`src/rtl/param.sv`:
```
// Shared build parameters for the multicycle controller.
`ifndef WIDTH
`define WIDTH 8
`endif

```
`src/rtl/def.sv`:
```
// Opcodes, FSM states and datapath select encodings
// shared by the multicycle controller and its users.
package def;

  localparam logic [5:0] rType = 6'h00;
  localparam logic [5:0] lType = 6'h23;
  localparam logic [5:0] sType = 6'h2B;
  localparam logic [5:0] bType = 6'h04;
  localparam logic [5:0] jType = 6'h02;

  typedef enum logic [3:0] {
    IDLE     = 4'd0,
    FETCH    = 4'd1,
    DECODE   = 4'd2,
    MEM_ADDR = 4'd3,
    MEM_RD   = 4'd4,
    MEM_WB   = 4'd5,
    MEM_WR   = 4'd6,
    EXEC_R   = 4'd7,
    R_WB     = 4'd8,
    BRANCH   = 4'd9,
    JUMP     = 4'd10
  } ctrlState;

  localparam logic [1:0] ALU_ADD  = 2'b00;
  localparam logic [1:0] ALU_SUB  = 2'b01;
  localparam logic [1:0] ALU_FUNC = 2'b10;

  localparam logic [1:0] SRCB_REGB = 2'b00;
  localparam logic [1:0] SRCB_FOUR = 2'b01;
  localparam logic [1:0] SRCB_SEXT = 2'b10;
  localparam logic [1:0] SRCB_BOFF = 2'b11;

  localparam logic [1:0] PC_ALU    = 2'b00;
  localparam logic [1:0] PC_ALUOUT = 2'b01;
  localparam logic [1:0] PC_JUMP   = 2'b10;

endpackage

```
`src/rtl/multicycle_ctrl.sv`:
```
// Multicycle MIPS-style control FSM with a
// retired-instruction counter.
`ifndef WIDTH
`define WIDTH 8
`endif

module multicycle_ctrl
  import def::*;
(
  input  logic              clk,
  input  logic              rst,
  input  logic              start,
  input  logic [5:0]        opCode,
  input  logic              zero,
  input  logic              memReady,
  output logic              pcWrite,
  output logic              pcWriteCond,
  output logic              iorD,
  output logic              memRead,
  output logic              memWrite,
  output logic              irWrite,
  output logic              memToReg,
  output logic              regDst,
  output logic              regWrite,
  output logic              aluSrcA,
  output logic [1:0]        aluSrcB,
  output logic [1:0]        aluOp,
  output logic [1:0]        pcSrc,
  output logic              illegal,
  output logic [`WIDTH-1:0] instrCount
);

  ctrlState          state_q, state_d;
  logic [`WIDTH-1:0] cnt_q, cnt_d;
  logic              retire;

  // Branch resolution happens in the datapath.
  logic unused_zero;
  assign unused_zero = zero;

  always_comb begin
    state_d = state_q;
    retire  = 1'b0;
    unique case (state_q)
      IDLE:   if (start) state_d = FETCH;
      FETCH:  if (memReady) state_d = DECODE;
      DECODE: begin
        unique case (opCode)
          lType, sType: state_d = MEM_ADDR;
          rType:        state_d = EXEC_R;
          bType:        state_d = BRANCH;
          jType:        state_d = JUMP;
          default:      state_d = FETCH;
        endcase
      end
      MEM_ADDR: state_d = (opCode == sType) ? MEM_WR : MEM_RD;
      MEM_RD:   if (memReady) state_d = MEM_WB;
      MEM_WR: begin
        if (memReady) begin
          state_d = FETCH;
          retire  = 1'b1;
        end
      end
      EXEC_R: state_d = R_WB;
      MEM_WB, R_WB, BRANCH, JUMP: begin
        state_d = FETCH;
        retire  = 1'b1;
      end
      default: state_d = IDLE;
    endcase
    cnt_d = retire ? cnt_q + 1'b1 : cnt_q;
  end

  always_comb begin
    pcWrite     = 1'b0;
    pcWriteCond = 1'b0;
    iorD        = 1'b0;
    memRead     = 1'b0;
    memWrite    = 1'b0;
    irWrite     = 1'b0;
    memToReg    = 1'b0;
    regDst      = 1'b0;
    regWrite    = 1'b0;
    aluSrcA     = 1'b0;
    aluSrcB     = SRCB_REGB;
    aluOp       = ALU_ADD;
    pcSrc       = PC_ALU;
    illegal     = 1'b0;
    unique case (state_q)
      FETCH: begin
        memRead = 1'b1;
        aluSrcB = SRCB_FOUR;
        irWrite = memReady;
        pcWrite = memReady;
      end
      DECODE: begin
        aluSrcB = SRCB_BOFF;
        illegal = !(opCode inside {rType, lType, sType, bType, jType});
      end
      MEM_ADDR: begin
        aluSrcA = 1'b1;
        aluSrcB = SRCB_SEXT;
      end
      MEM_RD: begin
        memRead = 1'b1;
        iorD    = 1'b1;
      end
      MEM_WB: begin
        regWrite = 1'b1;
        memToReg = 1'b1;
      end
      MEM_WR: begin
        memWrite = 1'b1;
        iorD     = 1'b1;
      end
      EXEC_R: begin
        aluSrcA = 1'b1;
        aluOp   = ALU_FUNC;
      end
      R_WB: begin
        regWrite = 1'b1;
        regDst   = 1'b1;
      end
      BRANCH: begin
        aluSrcA     = 1'b1;
        aluOp       = ALU_SUB;
        pcWriteCond = 1'b1;
        pcSrc       = PC_ALUOUT;
      end
      JUMP: begin
        pcWrite = 1'b1;
        pcSrc   = PC_JUMP;
      end
      default: ;
    endcase
  end

  always_ff @(posedge clk or negedge rst) begin
    if (!rst) begin
      state_q <= IDLE;
      cnt_q   <= '0;
    end else begin
      state_q <= state_d;
      cnt_q   <= cnt_d;
    end
  end

  assign instrCount = cnt_q;

endmodule

```
`config.mk`:
```
export PLATFORM = sky130hd
export DESIGN_NAME = multicycle_ctrl
export DESIGN_NICKNAME = d
export VERILOG_FILES = /design/src/rtl/param.sv /design/src/rtl/def.sv /design/src/rtl/multicycle_ctrl.sv
export SDC_FILE = /design/constraint.sdc
export NUM_CORES = 1
export LEC_CHECK = 0
export ABC_CLOCK_PERIOD_IN_PS = 3600
export CAP_MARGIN = 10
export CORE_ASPECT_RATIO = 1.4
export CORE_MARGIN = 1.5
export CORE_UTILIZATION = 30
export CTS_BUF_LIST = sky130_fd_sc_hd__clkbuf_4 sky130_fd_sc_hd__clkbuf_8
export CTS_CLUSTER_DIAMETER = 100
export DETAILED_ROUTE_END_ITERATION = 10
export GPL_TIMING_DRIVEN = 0
export PLACE_DENSITY = 0.58
export SLEW_MARGIN = 20
export SYNTH_ARGS = -nofsm -noshare
export SYNTH_HDL_FRONTEND = slang
export SYNTH_SLANG_ARGS = --single-unit
```
`constraint.sdc`:
```
create_clock -name clk -period 3.6 [get_ports clk]
set_input_delay 0.72 -clock clk [delete_from_list [all_inputs] [get_ports clk]]
set_output_delay 0.72 -clock clk [all_outputs]
set_load 0.005 [all_outputs]
```
==> flow_summary.toml <==
[critical_path]
cpMostUsedCell = "clkdlybuf4s50_1"
critical_path_buf_inv_count = 2
crit_start = "opCode[3]"
cp-start-kind = "input port"
crit_arrival_ps = 2340
slowest_stage = "or4_4"
r2r_start = "state_q[0]$_DFFE_PN0P_"
crit_type = "in2out"
crit_chain = "clkdlybuf4s50_1, or4_4, a21oi_1, nor3_1, clkdlybuf4s50_1"
r2r_setup_slack_ps = 2020
worstPathRequired_ps = 2880
reg2reg_depth = 5
critPathMaxFanout = 3
r2r_end = "instrCount[6]$_DFFE_PN0P_"
critPathCaptureType = "primary output"
critical-path-max-stage-delay_ps = 540
crit_family = "buffers and inverters"

[logic_synthesis]
synth_top_cell_by_area = "dfrtp_1"
synth_xor_area_share_pct = 9.013
synth_warnings = 0
synth_fp_nets = 111
synth_top_family_by_area = "simple AND/OR/NAND/NOR gates"
ys_types = 35
synth_simple_gate_area_share_pct = 29.47
synthMuxAreaShare_pct = 4.578
ys_top_cells_by_area = "dfrtp_1 34%, xnor2_1 7.0%, nor2_1 5.6%, mux2i_1 4.6%, nand4_1 3.6%"
ys.flop_type = "dfrtp_1"
synth_fa_ha_area_share_pct = 1.431
ys_ff_latch = 12
syn_area_um2 = 874.6
synth_compound_area_share_pct = 15.59
synth_edf_count = 0
yosysSeqAreaShare_pct = 34.33
async_flop_share_pct = 100.0
synth.top_cell.area_share_pct = 34.33
syn_inst = 99
avgSynthCellArea_um2 = 8.834

[sta]
hold_violations = 0
finalCritPeriodShare_pct = 85.02
period_minus_slack_ps = 3061
slew_violations = 0
finalSetupTns_ps = 0
whs_ps = 469.4
relSlewSlack_pct = 62.97
fmax_mhz = 326.7
grt_setup_unrepaired = "no"
tightest_slew_ps = 553.7
finalSetupViolCount = 0
skew_ps = 1.765

[clock_tree]
path_clk_slew_ps = 50
post_cts_resized = 0
post-cts-setup-buffer-count = 0
cts_buffers = 3
insertion_delay_ps = 240
cts_max_path_buffers = 2
cts_tree = "done"
cts-root-buf = "clkbuf_8"
htree_levels = 1
cts_sinks = 12
cts_hold_buf = 0

[worst_hold_path]
min_from = "instrCount[7]$_DFFE_PN0P_"
holdCritPathClass = "reg2reg"
whs_path_depth = 1
whs_endpoint = "instrCount[7]$_DFFE_PN0P_"

[power_and_ir_drop]
clkPwrFrac_pct = 14.7
swShare_pct = 38.75
p_int_uw = 499.0
peakVddDrop_mv = 0.2990
seqPwrFrac_pct = 27.1
power_leakage_nw = 0.5222
p_comb_share_pct = 58.2
powerDensity_mw_per_mm2 = 630.3
power_switching_uw = 315.7

[finish]
multi_input_area_um2 = 525.5
fillers = 308
syn2layout_area_growth_pct = 47.78
fin_util_pct = 45.83
drive_gt1_share_pct = 12.59
fin_nets = 149
antenna_cells = 0
seqCellArea_um2 = 300.3

[detailed_routing]
remaining_drc_errors = 0
drt_iter0_drc = 6
final_antenna_net_count = 0
vias = 883
first_pass_iters = 4
wl_um = 2344
viasPerCell = 5.134
wire_per_inst_um = 13.63

[floorplan]
core_area_mm2 = 0.002820
start_util_pct = 31.01
io_pins = 36
dieArea_mm2 = 0.003253
dieWidth_um = 48.63
row_count = 23
die_h_um = 66.89

[global_route]
grt_overflow_total = 0
antenna_found_initial = 0
grt_pass1_wl_um = 3995
grt_pass1_vias = 918
grt_max_degree = 13
grt_use_total_pct = 15.45

[flow_run]
drv_cap = 0

[outcome]
status = "completed"

[placement]
place_hpwl_um = 1776
place.gp.congestion = 0.7863
portBuffers = 33
## routing by layer
layer	wire, um	GRT usage [%]	vias to the layer above	part of all wire [%]
li1	-	-	432	-
met1	984	16.78	408	42
met2	1181	29.11	41	50
met3	164	4.036	2	7.0
met4	14	4.643	0	0.60
met5	0	0	-	0
## flip-flops by register name, indices dropped and copies added, names as in the netlist
register	count
state_q	4
instrCount	8
## cells by family (layout without fill, tap and decap cells)
group / Yosys count / after routing
AND/OR/NAND/NOR: 46 / 46
AO/OA/AOI/OAI: 17 / 17
flip-flops: 12 / 12
buffers and inverters: 10 / 46
XOR/XNOR: 9 / 9
multiplexers: 4 / 4
adder cells (fa/ha/maj): 1 / 1
## metrics by stage
step | power [mW] | setup slack, ps | cell area, um^2 | instances
4_1_cts | 0.8219 | 531.6 | 1292 | 172
6_report | 0.8146 | 539.2 | 1292 | 172
5_1_grt | 0.8787 | 480.8 | 1292 | 172
3_5_place_dp | 0.6949 | 540.1 | 1251 | 169
3_3_place_gp | 0.6905 | 526.8 | 1251 | 169
2_1_floorplan | 0.4806 | 1447 | 874.6 | 99
## power groups by stage
| stage | registers, mW | logic [mW] | clock network (mW) |
|---|---|---|---|
| 3_5_place_dp | 0.222 | 0.473 | 0 |
| 6_report | 0.221 | 0.474 | 0.120 |
| 5_1_grt | 0.229 | 0.522 | 0.128 |
| 3_3_place_gp | 0.220 | 0.471 | 0 |
| 2_1_floorplan | 0.214 | 0.267 | 0 |
| 4_1_cts | 0.220 | 0.480 | 0.122 |
## final cells by class
class / count / share of cell area [%]
inverters: 2 / 0.5808
plain buffers: 8 / 3.195
well taps: 37 / 3.582
flip-flops and latches: 12 / 23.23
clock buffers: 3 / 3.195
repair buffers: 33 / 25.56
multi-input cells: 77 / 40.66
## synthesized netlist by cell type, types with 3 or more instances
cell	count
a31oi_1	3
buf_2	3
clkbuf_1	3
dfrtp_1	12
mux2i_1	4
nand2_1	5
nand2b_1	3
nand4_1	5
nor2_1	13
nor3_1	6
o21ai_0	3
xnor2_1	7
## cell usage in the layout (no fill, tap or decap), types with 4 or more instances in the layout
cell type,n
nand2_1,5
nor2_1,13
clkdlybuf4s50_1,33
nand4_1,5
nor3_1,6
dfrtp_1,12
xnor2_1,7
mux2i_1,4
## worst max path at each step
stage / to / slack [ps] / cells past startpoint
2_1_floorplan: illegal / 1450 / 3
3_3_place_gp: illegal / 530 / 5
3_5_place_dp: illegal / 540 / 5
4_1_cts: illegal / 530 / 5
5_1_grt: illegal / 480 / 5
6_report: illegal / 540 / 5
Note: power is estimated with default switching activity, not from simulation.
